[src/rtl/acc_axi_pkg.sv]
// Shared AXI write-side types and helpers for the accelerator output path.
package acc_axi_pkg;

    typedef enum logic [2:0] {Idle, Addr, Data, Resp, Post} state_t;

    localparam logic [1:0] OKAY   = 2'b00;
    localparam logic [1:0] SLVERR = 2'b10;

    // Address bits covered by one burst of ntfr 64-bit beats.
    function automatic int unsigned nb_bits(input int unsigned ntfr);
        return $clog2(ntfr * 8);
    endfunction

endpackage

[src/rtl/rr_arbiter.sv]
// Combinational round-robin search: first set request strictly after ptr, wrapping.
module rr_arbiter #(
    parameter int unsigned Np = 1,
    parameter int unsigned Pw = (Np > 1) ? $clog2(Np) : 1
) (
    input  logic [Np-1:0] req,
    input  logic [Pw-1:0] ptr,
    output logic [Pw-1:0] grant,
    output logic          any
);

    always_comb begin
        grant = '0;
        any   = 1'b0;
        for (int unsigned i = 1; i <= Np; i++) begin
            if (!any && req[(32'(ptr) + i) % Np]) begin
                any   = 1'b1;
                grant = Pw'((32'(ptr) + i) % Np);
            end
        end
    end

endmodule

[src/rtl/output_arb.sv]
// Round-robin sharing of one AXI write master among Np output requesters;
// one fixed-length burst per grant, next grant only after the write response.
module output_arb
    import acc_axi_pkg::*;
#(
    parameter int unsigned Np    = 1,
    parameter int unsigned Ntfr  = 64,
    parameter bit          debug = 1'b0
) (
    input  logic             aclk,
    input  logic             arst_n,
    input  logic [Np-1:0]    wreq,
    input  logic [Np*24-1:0] wadr,
    input  logic [Np*64-1:0] wdata,
    output logic [Np-1:0]    wack,
    output logic [Np-1:0]    wdone,
    input  logic [31:0]      baseadr,
    output logic             err,
    output logic [39:0]      awaddr,
    output logic [7:0]       awlen,
    output logic             awvalid,
    input  logic             awready,
    output logic [63:0]      wr_data,
    output logic             wvalid,
    output logic             wlast,
    input  logic             wready,
    input  logic             bvalid,
    input  logic [1:0]       bresp,
    output logic             bready
);

    localparam int unsigned Nb = nb_bits(Ntfr);
    localparam int unsigned Cw = $clog2(Ntfr);
    localparam int unsigned Pw = (Np > 1) ? $clog2(Np) : 1;

    state_t        state, state_nxt;
    logic [Pw-1:0] ch, ptr, gnt;
    logic          any_req;
    logic [Cw-1:0] cnt;
    logic [23:0]   sel_adr;
    logic [39:0]   gnt_addr;
    logic          w_hs;

    rr_arbiter #(.Np(Np), .Pw(Pw)) u_rr (
        .req   (wreq),
        .ptr   (ptr),
        .grant (gnt),
        .any   (any_req)
    );

    always_comb begin
        sel_adr         = wadr[gnt*24 +: 24];
        sel_adr[Nb-1:0] = '0;
        gnt_addr        = 40'(sel_adr) + 40'(baseadr);
    end

    // Channel valids and the done pulse are decodes of the registered state,
    // so they switch on the same edges as explicitly registered flags would.
    assign awvalid = (state == Addr);
    assign wvalid  = (state == Data);
    assign bready  = (state == Resp);
    assign awlen   = 8'(Ntfr - 1);
    assign wr_data = wdata[ch*64 +: 64];
    assign w_hs    = wvalid & wready;
    assign wlast   = wvalid & (cnt == Cw'(Ntfr - 1));

    always_comb begin
        wack  = '0;
        wdone = '0;
        for (int unsigned i = 0; i < Np; i++) begin
            wack[i]  = w_hs && (32'(ch) == i);
            wdone[i] = (state == Post) && (32'(ch) == i);
        end
    end

    always_comb begin
        state_nxt = state;
        unique case (state)
            Idle:    if (any_req)       state_nxt = Addr;
            Addr:    if (awready)       state_nxt = Data;
            Data:    if (w_hs && wlast) state_nxt = Resp;
            Resp:    if (bvalid)        state_nxt = Post;
            Post:                       state_nxt = Idle;
            default:                    state_nxt = Idle;
        endcase
    end

    always_ff @(posedge aclk) begin
        if (!arst_n) begin
            state  <= Idle;
            ch     <= '0;
            ptr    <= Pw'(Np - 1);
            cnt    <= '0;
            awaddr <= '0;
            err    <= 1'b0;
        end else begin
            state <= state_nxt;
            if (state == Idle && any_req) begin
                ch     <= gnt;
                awaddr <= gnt_addr;
            end
            // Power-of-two burst length: the counter wraps to 0 on the last beat.
            if (w_hs)
                cnt <= cnt + 1'b1;
            if (state == Resp && bvalid) begin
                ptr <= ch;
                if (bresp != OKAY)
                    err <= 1'b1;
            end
            if (debug && bvalid && state != Resp)
                err <= 1'b1;
        end
    end

endmodule

[config.mk]
export PLATFORM = sky130hd
export DESIGN_NAME = output_arb
export DESIGN_NICKNAME = d
export VERILOG_FILES = /design/src/rtl/acc_axi_pkg.sv /design/src/rtl/rr_arbiter.sv /design/src/rtl/output_arb.sv
export SDC_FILE = /design/constraint.sdc
export NUM_CORES = 1
export LEC_CHECK = 0
export ABC_AREA = 1
export ABC_CLOCK_PERIOD_IN_PS = 4000
export CAP_MARGIN = 20
export CORE_ASPECT_RATIO = 2
export CORE_MARGIN = 1
export CORE_UTILIZATION = 40
export DETAILED_ROUTE_END_ITERATION = 10
export GPL_TIMING_DRIVEN = 0
export PLACE_DENSITY_LB_ADDON = 0.3
export SKIP_LAST_GASP = 1
export SYNTH_ARGS = -nofsm -noshare
export SYNTH_HDL_FRONTEND = slang
export SYNTH_SLANG_ARGS = --single-unit
[constraint.sdc]
create_clock -name aclk -period 4 [get_ports aclk]
set_input_delay 0.8 -clock aclk [delete_from_list [all_inputs] [get_ports aclk]]
set_output_delay 0.8 -clock aclk [all_outputs]
set_load 0.1 [all_outputs]
After elaboration in Yosys (flattened, before gate mapping). Cells that the tools add are included.

Output and inout bits: 119. Logic and storage cells: 30. Flip-flop bits (word level): 50. Bits of input ports: 128.

Equality and inequality tests: 9. Bitwise gates (word level): 2. Reductions and logical operators: 7. Mux-type cells: 6. Add/sub/neg operators: 2.

Operator list (number): $add 24x32->33 (1); $mux 3 (4); $pmux 3 s4 (1); $add 6x1->6 const B (1); $eq 3x2->1 const B (2); $eq 6x6->1 const B (1); $ne 2x1->1 const B (2); $ne 2x2->1 const B (2); $reduce_and 4->1 (1); $eq 3x1->1 const B (1); $eq 3x3->1 const B (1); $logic_and 1x1->1 (3); $logic_not 3->1 (1); $and 1x1->1 (2); $reduce_and 2->1 (1); $reduce_bool 2->1 (1); $mux 1 (1).

Depth between registers and ports, before layout. Gate-level depths: netlist (run 1).

Depth in word-level cells: 5. Depth in mapped cells: 13. Depth with buffers taken out: 13.

Modules after synthesis. From an unflattened synthesis (run 1), not the netlist that was laid out.

Cells, all modules: 691. Area, all modules: 3872.5 um^2.

By module, submodules not included: output_arb (instances 1, seq. area each 900.9 um^2, cells an instance 688, area each 3853.7 um^2); rr_arbiter (instances 1, seq. area each 0.0 um^2, cells an instance 3, area each 18.8 um^2).

Worst setup path before layout (run 1). OpenSTA, ideal clock, no wires.

Path kind: reg2out. From: register cnt[0]. To: output wlast. Data arrival time: 2747 ps. Stages on the path, launching flop included: 4. Setup slack: 453 ps. Data required time: 3200 ps. Buffers on the path: 0. Cells stage by stage: dfxtp_1 ha_1 nand3_1 nor3_1.

Cells in the longest elaborated chain, start to end: 2.

Ends and longest elaborated chain: start, declared (line output_arb.sv:39) `logic [Cw-1:0] cnt;`; start signal, assigned (line output_arb.sv:104) `cnt <= cnt + 1'b1;`; $eq 6x6->1 (line output_arb.sv:65) `assign wlast = wvalid & (cnt == Cw'(Ntfr - 1));`; $and 1x1->1 (line output_arb.sv:65); end, declared (line output_arb.sv:25) `output logic wlast,`.

Every way passes these cells.

Final worst setup path (run 1).
From: input wready. To: output wack.

Cells in the longest elaborated chain, start to end: 1.

Ends and longest elaborated chain: start, declared (line output_arb.sv:26) `input logic wready,`; $and 1x1->1 (line output_arb.sv:64) `assign w_hs = wvalid & wready;`; end, declared (line output_arb.sv:15) `output logic [Np-1:0] wack,`.

Every way passes these cells.

==> results.tsv, run 1 <==
stage	metric	value	unit
synth	most frequent cell after synthesis	nand2_1	
routing	# DRC	0	
layout	fin cells	855	
layout	Util after Layout	62.4	%
synth	register area share after synthesis	23.2	%
run_status	status	finished, final reports clean	
worst_setup_path	Max FO, Critical Path	4	
synth	Post-synth top cells	nand2_1, inv_1, buf_4, dfxtp_1, nand3_1	
place	placed cell count	847	
clock_network	H-tree lvl count	2	
clock_network	Inserted Clock Buffers	5	
hold_path	Worst Hold Class	reg2reg	
layout	ANT cells	0	
routing	WL/cell	13.2	µm
sta	Slew Limit Fails	0	
layout	Layout Area Growth over Synthesis	51.2	%
floorplan	die area	0.00971	mm²
sta	setup_tns	0	ns
worst_setup_path	Worst Setup SP	wready	
flow_run	Max-cap violations	0	
worst_setup_path	WP data arrival	2.68	ns
global_routing	first-pass GRT wire length	17.8	mm
floorplan	Core Footprint	0.00901	mm²
synth	Top FF cell, synth	dfxtp_1	
clock_network	Post-CTS Resized	0	
pwr	Tot Pwr	2.94	mW
routing	DR iter-0 viols	97	
layout	layout cell share with drive strength beyond 1	15.7	%
synth	Async S/R FF share, synth	0	%
worst_setup_path	Reg2Reg Launch Point	cnt[0]	
synth	Yosys top cell by area	dfxtp_1	
place	DP Area	0.00547	mm²
sta	Slew @ Worst Pin	1.03	ns
clock_network	CTS tree	done	
floorplan	Starting Density	41.2	%
floorplan	die width	70.2	µm
hold_path	Hold Startpoint	awaddr[11]	
floorplan	chip height	138	µm
synth	post-synthesis cell area	0.00372	mm²
synth	Synth top area share	23.2	%
clock_network	hold buffers post-CTS	0	
pwr	Leak	2.80	nW
sta	slew margin rel.	31.4	%
worst_setup_path	CP Cell Sequence	clkdlybuf4s50_1, inv_1, nor2_8, clkdlybuf4s50_1	
worst_setup_path	critical path type	in2out	
place	Final Wtd Congestion	0.893	
synth	Yosys reg bits	43	
routing	Pre-antenna DRT Iters	5	
floorplan	number of placement rows	49	
global_routing	antenna violations before repair	0	
worst_setup_path	cell mode on critical path	clkdlybuf4s50_1	
clock_network	Worst-Skew Late Latency	0.28	ns
worst_setup_path	Crit. End Element	output port	
place	I/O Buffers	157	
worst_setup_path	WP buf/inv	3	
pwr	Worst IR Drop VDD	0.231	mV
worst_setup_path	Worst setup SP type	input port	
synth	Synth cell types	38	
sta	FMAX	288	MHz
worst_setup_path	slowest stage delay, CP	1.15	ns
clock_network	Root Buffer	clkbuf_16	
sta	crit share post-route	86.9	%
routing	overall routed net length	11.2	mm
global_routing	total grt overflow	0	
routing	vias	4093	
global_routing	Tot GR Track Use	22.9	%
clock_network	post-CTS setup buffers	0	
place	hpwl dp	9.77	mm
pwr	P per Cell Area	523	mW/mm²
clock_network	Clock Path Buffers	2	
synth	top cells by area, synth	dfxtp_1, buf_4, nand2_1	
global_routing	vias in the first global route	4075	
synth	Gate Count Post-Synth	575	
global_routing	largest net degree at the start of global routing	13	
sta	Clock Skew	0.00556	ns
layout	fin nets	897	
clock_network	clk sink count	43	
worst_setup_path	Required @ worst endpoint	3.20	ns
floorplan	IO Count	247	
sta	final hold violation count	0	
synth	number of synthesized flops with an enable pin	0	
synth	average cell area after synthesis	6.46	µm²
routing	Vias/cell	4.79	
worst_setup_path	Largest delay share family, worst path	buffers and inverters	
sta	minimum clock period	3.48	ns
worst_setup_path	slowest cell on the critical path	clkdlybuf4s50_1	
sta	final setup violation count	0	
sta	unrepaired setup endpoints after global routing	no	
synth	number of warnings issued by yosys	0	
clock_network	Clock transition at path regs	0.06	ns
layout	post-route cell area	0.00562	mm²
routing	Routed Antenna Nets	0	
-- final cells by class --
class	instances	area, µm²
Inverter	90	338
Timing Repair Buffer	157	1570
Sequential cell	43	861
Clock buffer	8	156
Fill cell	832	3390
Multi-Input combinational cell	365	1900
Buffer	90	667
Tap cell	102	128
-- power by group --
group	switching [mW]	leakage [nW]	total, mW	internal [mW]
Clock	0.156	0.0772	0.422	0.266
Sequential	0.0676	0.353	0.594	0.526
Combinational	1.42	2.37	1.92	0.503
Total	1.64	2.80	2.94	1.29
-- layout by cell type (no fill, tap or decap), types with 7 or more instances in the layout --
| master | synthesis | layout |
|---|---|---|
| conb_1 | 2 | 15 |
| o21a_1 | 12 | 12 |
| nor2_1 | 37 | 37 |
| nand2_1 | 151 | 151 |
| o21bai_1 | 7 | 7 |
| ha_1 | 16 | 16 |
| dfxtp_1 | 43 | 43 |
| buf_4 | 83 | 83 |
| a21oi_1 | 24 | 24 |
| nand3_1 | 38 | 38 |
| o21ai_0 | 18 | 18 |
| clkdlybuf4s50_1 | 0 | 157 |
| inv_1 | 86 | 86 |
-- final timing paths --
path | endpoint | cells after the start | slack [ns]
worst max-delay path | wack | 4 | 0.52
worst min-delay path | awaddr[11] | 2 | 0.47
worst max register to register | state[1] | 6 | 2.43
worst min register to register | awaddr[11] | 2 | 0.47
-- metrics by stage --
step	hold slack (ns)	setup slack [ns]
2_1_floorplan	0.484	0.453
3_3_place_gp	0.452	0.525
3_5_place_dp	0.463	0.520
4_1_cts	0.472	0.513
5_1_grt	0.490	0.477
6_report	0.470	0.523
-- logic make-up (layout without fill, tap and decap cells) --
group | count (synthesis) | in the layout | synth area share (%)
other cells | 2 | 15 | 0.202
flops | 43 | 43 | 23.2
simple gates | 259 | 259 | 31.2
xor+xnor | 7 | 7 | 1.65
fa+ha+maj | 17 | 17 | 5.92
compound gates | 67 | 67 | 10.8
buf+inv | 180 | 345 | 27.0
-- metal layers --
metal	routed length (µm)	global-route usage, %
met5	0	0
met4	535	14.6
met3	784	3.21
met2	6490	48.2
met1	3440	17.9
-- registers in the layout (all words and copies together) (netlist names) --
name,count
state,3
awaddr,33
cnt,6
err,1
-- worst register-to-register path: cells and delay by family, from the launching register on --
family / cells / cell delay [ns]
compound gates: 2 / 0.49
simple gates: 2 / 0.30
flops: 1 / 0.41
buf+inv: 1 / 0.06
fa+ha+maj: 1 / 0.20
Note: power is estimated with default switching activity, not from simulation.
==> inputs of run 2 (changes only) <==
- ABC_CLOCK_PERIOD_IN_PS: 4000 -> 3400
- CORE_UTILIZATION: 40 -> 37
- clock period: 4 -> 3.4 ns (I/O delays scaled with it)
==> run 2 against run 1 <==
Clock power grew 24%. Combinational power up 17%. Register-to-register slack lost 0.51 ns. Via count down 1.8%. Global-route usage fell by 1.9 points. Sequential power increased by 16%. Cell area rose by 0.80%. Worst hold slack worse by 0.0070 ns. Wire length fell by 2.1%. Non-clock buffer count did not move. Largest power group unchanged.
==> results.tsv, run 2 (synthesis results as in run 1) <==
stage	metric	value	unit
run_status	status	finished, final reports clean	
routing	Vias/cell	4.55	
place	I/O Buffers	157	
pwr	Worst IR Drop VDD	0.386	mV
sta	final setup violation count	0	
layout	commonest cells after routing, fill and taps aside	clkdlybuf4s50_1, nand2_1, inv_1	
worst_setup_path	cell depth of the worst flop-to-flop path	8	
clock_network	Inserted Clock Buffers	5	
clock_network	Root Buffer	clkbuf_16	
layout	ANT cells	0	
clock_network	Clock Path Buffers	2	
worst_setup_path	worst r2r dst	awaddr[21]	
layout	Util after Layout	58.0	%
floorplan	IO Count	247	
global_routing	largest net degree at the start of global routing	13	
routing	DR WL met2	6.46	mm
worst_setup_path	Worst setup SP type	input port	
pwr	P per Cell Area	612	mW/mm²
place	hpwl dp	9.65	mm
global_routing	vias in the first global route	3887	
clock_network	Clock transition at path regs	0.05	ns
routing	WL/cell	12.5	µm
clock_network	CTS tree	done	
hold_path	Worst Hold Path Cells	2	
layout	multi-input logic area	0.00191	mm²
sta	unrepaired setup endpoints after global routing	no	
hold_path	Worst Hold Class	reg2reg	
routing	overall routed net length	11.0	mm
sta	FMAX	311	MHz
layout	# fillers	962	
pwr	Leak	2.80	nW
layout	Layout Area Growth over Synthesis	52.4	%
hold_path	Hold Path Sink	awaddr[2]	
routing	Routed Antenna Nets	0	
floorplan	die area	0.0105	mm²
routing	DR iter-0 viols	141	
place	Final Wtd Congestion	0.842	
worst_setup_path	WP data arrival	2.54	ns
routing	# DRC	0	
layout	layout cell share with drive strength beyond 1	15.7	%
floorplan	die width	72.9	µm
sta	slew margin rel.	31.1	%
layout	fin nets	897	
layout	commonest non-fill, non-tap cell in the layout	clkdlybuf4s50_1	
clock_network	post-CTS setup buffers	0	
routing	met3 wire len	639	µm
clock_network	Post-CTS Resized	0	
floorplan	chip height	144	µm
clock_network	clk sink count	43	
sta	Clock Skew	0.00615	ns
place	DP Area	0.00551	mm²
global_routing	Tot GR Track Use	21.0	%
hold_path	Hold Startpoint	awaddr[2]	
sta	final hold violation count	0	
worst_setup_path	critical path type	in2out	
sta	setup_tns	0	ns
clock_network	Worst-Skew Late Latency	0.28	ns
routing	Pre-antenna DRT Iters	6	
floorplan	number of placement rows	51	
routing	vias	4020	
worst_setup_path	Max FO, Critical Path	4	
clock_network	H-tree lvl count	2	
flow_run	Max-cap violations	0	
global_routing	antenna violations before repair	0	
layout	Biggest register	awaddr	
worst_setup_path	flop-to-flop setup slack	1.92	ns
layout	register area	861	µm²
global_routing	total grt overflow	0	
worst_setup_path	Reg2Reg Launch Point	state[2]	
floorplan	Starting Density	38.1	%
routing	WL met1	3.46	mm
floorplan	Core Footprint	0.00976	mm²
routing	top layer in use	met4	
layout	post-route cell area	0.00567	mm²
sta	Slew @ Worst Pin	1.03	ns
layout	biggest regs	awaddr (33), cnt (6), state (3)	
sta	minimum clock period	3.22	ns
clock_network	hold buffers post-CTS	0	
sta	Slew Limit Fails	0	
global_routing	first-pass GRT wire length	16.8	mm
layout	max reg flops	33	
worst_setup_path	Required @ worst endpoint	2.72	ns
sta	crit share post-route	94.6	%
worst_setup_path	Crit. End Element	output port	
run 2: cell types whose count changed in the layout (fill, tap and decap cells not counted):
| cell | delta |
|---|---|
| bufinv_16 | +1 |
| clkbuf_8 | -2 |
| nor3_1 | -1 |
| nor3_2 | +1 |
run 2: worst max-delay path, cell delays in order:
cell	delay [ns]
clkdlybuf4s50_1	0.45
inv_1	0.10
nor2_8	0.16
clkdlybuf4s50_1	1.15
run 2: final cells by class:
class                   count  area share (%)
well taps                 132            2.91
repair buffers            157            27.7
clock buffers               6            2.27
plain buffers              90            11.8
clock inverters             1           0.530
flip-flops and latches     43            15.2
inverters                  90            5.96
multi-input cells         365            33.6
run 2: how the worst max path moves through the flow:
stage               startpoint     end  slack [ns]  depth (start not counted)
finish                  wready    wack        0.18                          4
global route            wready    wack        0.15                          4
CTS                     wready    wack        0.17                          4
detailed placement      wready    wack        0.18                          4
global placement        wready    wack        0.18                          4
floorplan             state[0]  bready        0.11                          2
run 2: power breakdown:
| part | leakage [nW] | internal (mW) | switching [mW] |
|---|---|---|---|
| sequential | 0.353 | 0.619 | 0.0727 |
| combinational | 2.37 | 0.592 | 1.66 |
| clock | 0.0769 | 0.342 | 0.179 |
run 2: routing by layer:
metal  GRT usage (%)  vias up
met4            11.6        0
met1            17.0     1741
met2            45.6      215
met5               0        -
met3            1.47       25
li1                -     2039
run 2: stage by stage:
stage | power (mW) | cells | setup WS (ns) | hold WS [ns]
floorplan | 2.45 | 588 | 0.106 | 0.484
global placement | 2.94 | 877 | 0.177 | 0.451
detailed placement | 2.96 | 877 | 0.177 | 0.456
CTS | 3.48 | 884 | 0.170 | 0.467
global route | 3.61 | 884 | 0.147 | 0.476
finish | 3.47 | 884 | 0.184 | 0.463
==> inputs of run 3 (changes only) <==
- CTS_BUF_LIST: default -> sky130_fd_sc_hd__clkbuf_4 sky130_fd_sc_hd__clkbuf_8 sky130_fd_sc_hd__clkbuf_16
- CTS_CLUSTER_SIZE: default -> 14
- SKIP_CTS_REPAIR_TIMING: default -> 1
==> run 3 against run 2 <==
Flip-flop and latch count stayed put. Combinational power hardly changed. Critical endpoint unchanged. Worst setup slack unchanged. Clock-buffer cell count unchanged. Worst hold slack about the same. Clock power is 2% higher. First-iteration DRC count unchanged. Cell area about the same. Largest power group unchanged. Power is 0.21% higher. Non-clock buffer count did not move.
==> results.tsv, run 3 (synthesis results as in run 1) <==
stage	metric	value	unit
layout	max reg flops	33	
layout	commonest cells after routing, fill and taps aside	clkdlybuf4s50_1, nand2_1, inv_1	
floorplan	die width	72.9	µm
sta	final setup violation count	0	
worst_setup_path	CP Cell Sequence	clkdlybuf4s50_1, inv_1, nor2_8, clkdlybuf4s50_1	
layout	layout cell share with drive strength beyond 1	15.8	%
worst_setup_path	critical path type	in2out	
clock_network	Clock transition at path regs	0.06	ns
worst_setup_path	Max FO, Critical Path	4	
layout	# fillers	960	
sta	minimum clock period	3.22	ns
layout	Biggest register	awaddr	
clock_network	Root Buffer	clkbuf_16	
place	hpwl dp	9.65	mm
layout	Layout Area Growth over Synthesis	52.5	%
clock_network	CTS tree	done	
pwr	P per Cell Area	613	mW/mm²
routing	overall routed net length	11.0	mm
worst_setup_path	crit path capture	wack	
layout	fin cells	884	
sta	final hold violation count	0	
global_routing	antenna violations before repair	0	
layout	commonest non-fill, non-tap cell in the layout	clkdlybuf4s50_1	
pwr	Tot Pwr	3.47	mW
worst_setup_path	WP buf/inv	3	
sta	Slew Limit Fails	0	
clock_network	H-tree lvl count	2	
worst_setup_path	slowest cell on the critical path	clkdlybuf4s50_1	
routing	WL met1	3.45	mm
hold_path	Worst Hold Class	reg2reg	
routing	Pre-antenna DRT Iters	6	
routing	DR WL met2	6.46	mm
worst_setup_path	Largest delay share family, worst path	buffers and inverters	
global_routing	vias in the first global route	3887	
worst_setup_path	cell depth of the worst flop-to-flop path	8	
floorplan	Starting Density	38.1	%
worst_setup_path	cell mode on critical path	clkdlybuf4s50_1	
floorplan	die area	0.0105	mm²
clock_network	clk sink count	43	
sta	Slew @ Worst Pin	1.03	ns
flow_run	Max-cap violations	0	
sta	FMAX	311	MHz
run_status	status	finished, final reports clean	
worst_setup_path	WP data arrival	2.54	ns
floorplan	Core Footprint	0.00976	mm²
routing	met3 wire len	647	µm
clock_network	Inserted Clock Buffers	5	
worst_setup_path	Worst setup SP type	input port	
global_routing	total grt overflow	0	
global_routing	largest net degree at the start of global routing	13	
worst_setup_path	Required @ worst endpoint	2.72	ns
global_routing	Tot GR Track Use	21.0	%
worst_setup_path	WP depth	4	
sta	setup_tns	0	ns
global_routing	first-pass GRT wire length	16.8	mm
sta	Clock Skew	0.00615	ns
worst_setup_path	flop-to-flop setup slack	1.92	ns
floorplan	IO Count	247	
pwr	Worst IR Drop VDD	0.386	mV
routing	vias	4016	
sta	crit share post-route	94.6	%
routing	DR iter-0 viols	141	
worst_setup_path	slowest stage delay, CP	1.15	ns
layout	biggest regs	awaddr (33), cnt (6), state (3)	
sta	unrepaired setup endpoints after global routing	no	
place	DP Area	0.00551	mm²
routing	top layer in use	met4	
place	Final Wtd Congestion	0.842	
layout	fin nets	897	
place	I/O Buffers	157	
worst_setup_path	Worst Setup SP	wready	
routing	WL/cell	12.5	µm
pwr	Leak	2.81	nW
floorplan	chip height	144	µm
worst_setup_path	Crit. End Element	output port	
layout	ANT cells	0	
sta	slew margin rel.	31.1	%
routing	Routed Antenna Nets	0	
routing	Vias/cell	4.54	
place	placed cell count	877	
layout	post-route cell area	0.00567	mm²
routing	# DRC	0	
worst_setup_path	worst r2r dst	awaddr[21]	
worst_setup_path	Reg2Reg Launch Point	state[2]	
floorplan	number of placement rows	51	
clock_network	Worst-Skew Late Latency	0.28	ns
clock_network	Clock Path Buffers	2	
run 3: how the worst min path moves through the flow:
stage / start / endpoint / slack (ns) / cells past startpoint
2_1_floorplan: cnt[5] / cnt[5] / 0.48 / 2
3_3_place_gp: awaddr[1] / awaddr[1] / 0.45 / 2
3_5_place_dp: awaddr[0] / awaddr[0] / 0.46 / 2
4_1_cts: awaddr[2] / awaddr[2] / 0.47 / 2
5_1_grt: awaddr[2] / awaddr[2] / 0.48 / 2
6_report: awaddr[2] / awaddr[2] / 0.46 / 2
run 3: routing by layer:
layer | vias to the layer above | track usage, %
li1 | 2039 | -
met1 | 1737 | 17.0
met2 | 215 | 45.6
met3 | 25 | 1.47
met4 | 0 | 11.6
met5 | - | 0
run 3: stage by stage:
stage,util (%),setup slack [ns],hold slack [ns]
2_1_floorplan,-,0.106,0.484
6_report,58.1,0.184,0.463
5_1_grt,58.1,0.147,0.476
3_5_place_dp,56.4,0.177,0.456
4_1_cts,58.1,0.170,0.467
3_3_place_gp,56.4,0.177,0.451
run 3: cell type report:
class / instances / area, µm² / share of cell area (%)
buffer: 90 / 667 / 11.8
inverter: 90 / 338 / 5.96
clock inverter: 1 / 30.0 / 0.530
timing repair buffer: 157 / 1570 / 27.7
sequential: 43 / 861 / 15.2
tap: 132 / 165 / 2.91
clock buffer: 6 / 133 / 2.34
multi-input combinational: 365 / 1910 / 33.6
run 3: where the power goes:
| part | total [mW] | switching, mW | internal (mW) |
|---|---|---|---|
| Clock | 0.530 | 0.179 | 0.350 |
| Combinational | 2.25 | 1.66 | 0.592 |
| Sequential | 0.691 | 0.0726 | 0.619 |
run 3: worst reg2reg max path, stage by stage, from the launching register on:
cell and delay, ns:
dfxtp_1 0.36, nor2_4 0.18, nand3_1 0.16, inv_2 0.10, buf_6 0.13, buf_4 0.20
nand3_1 0.15, nand2_1 0.08, inv_1 0.03
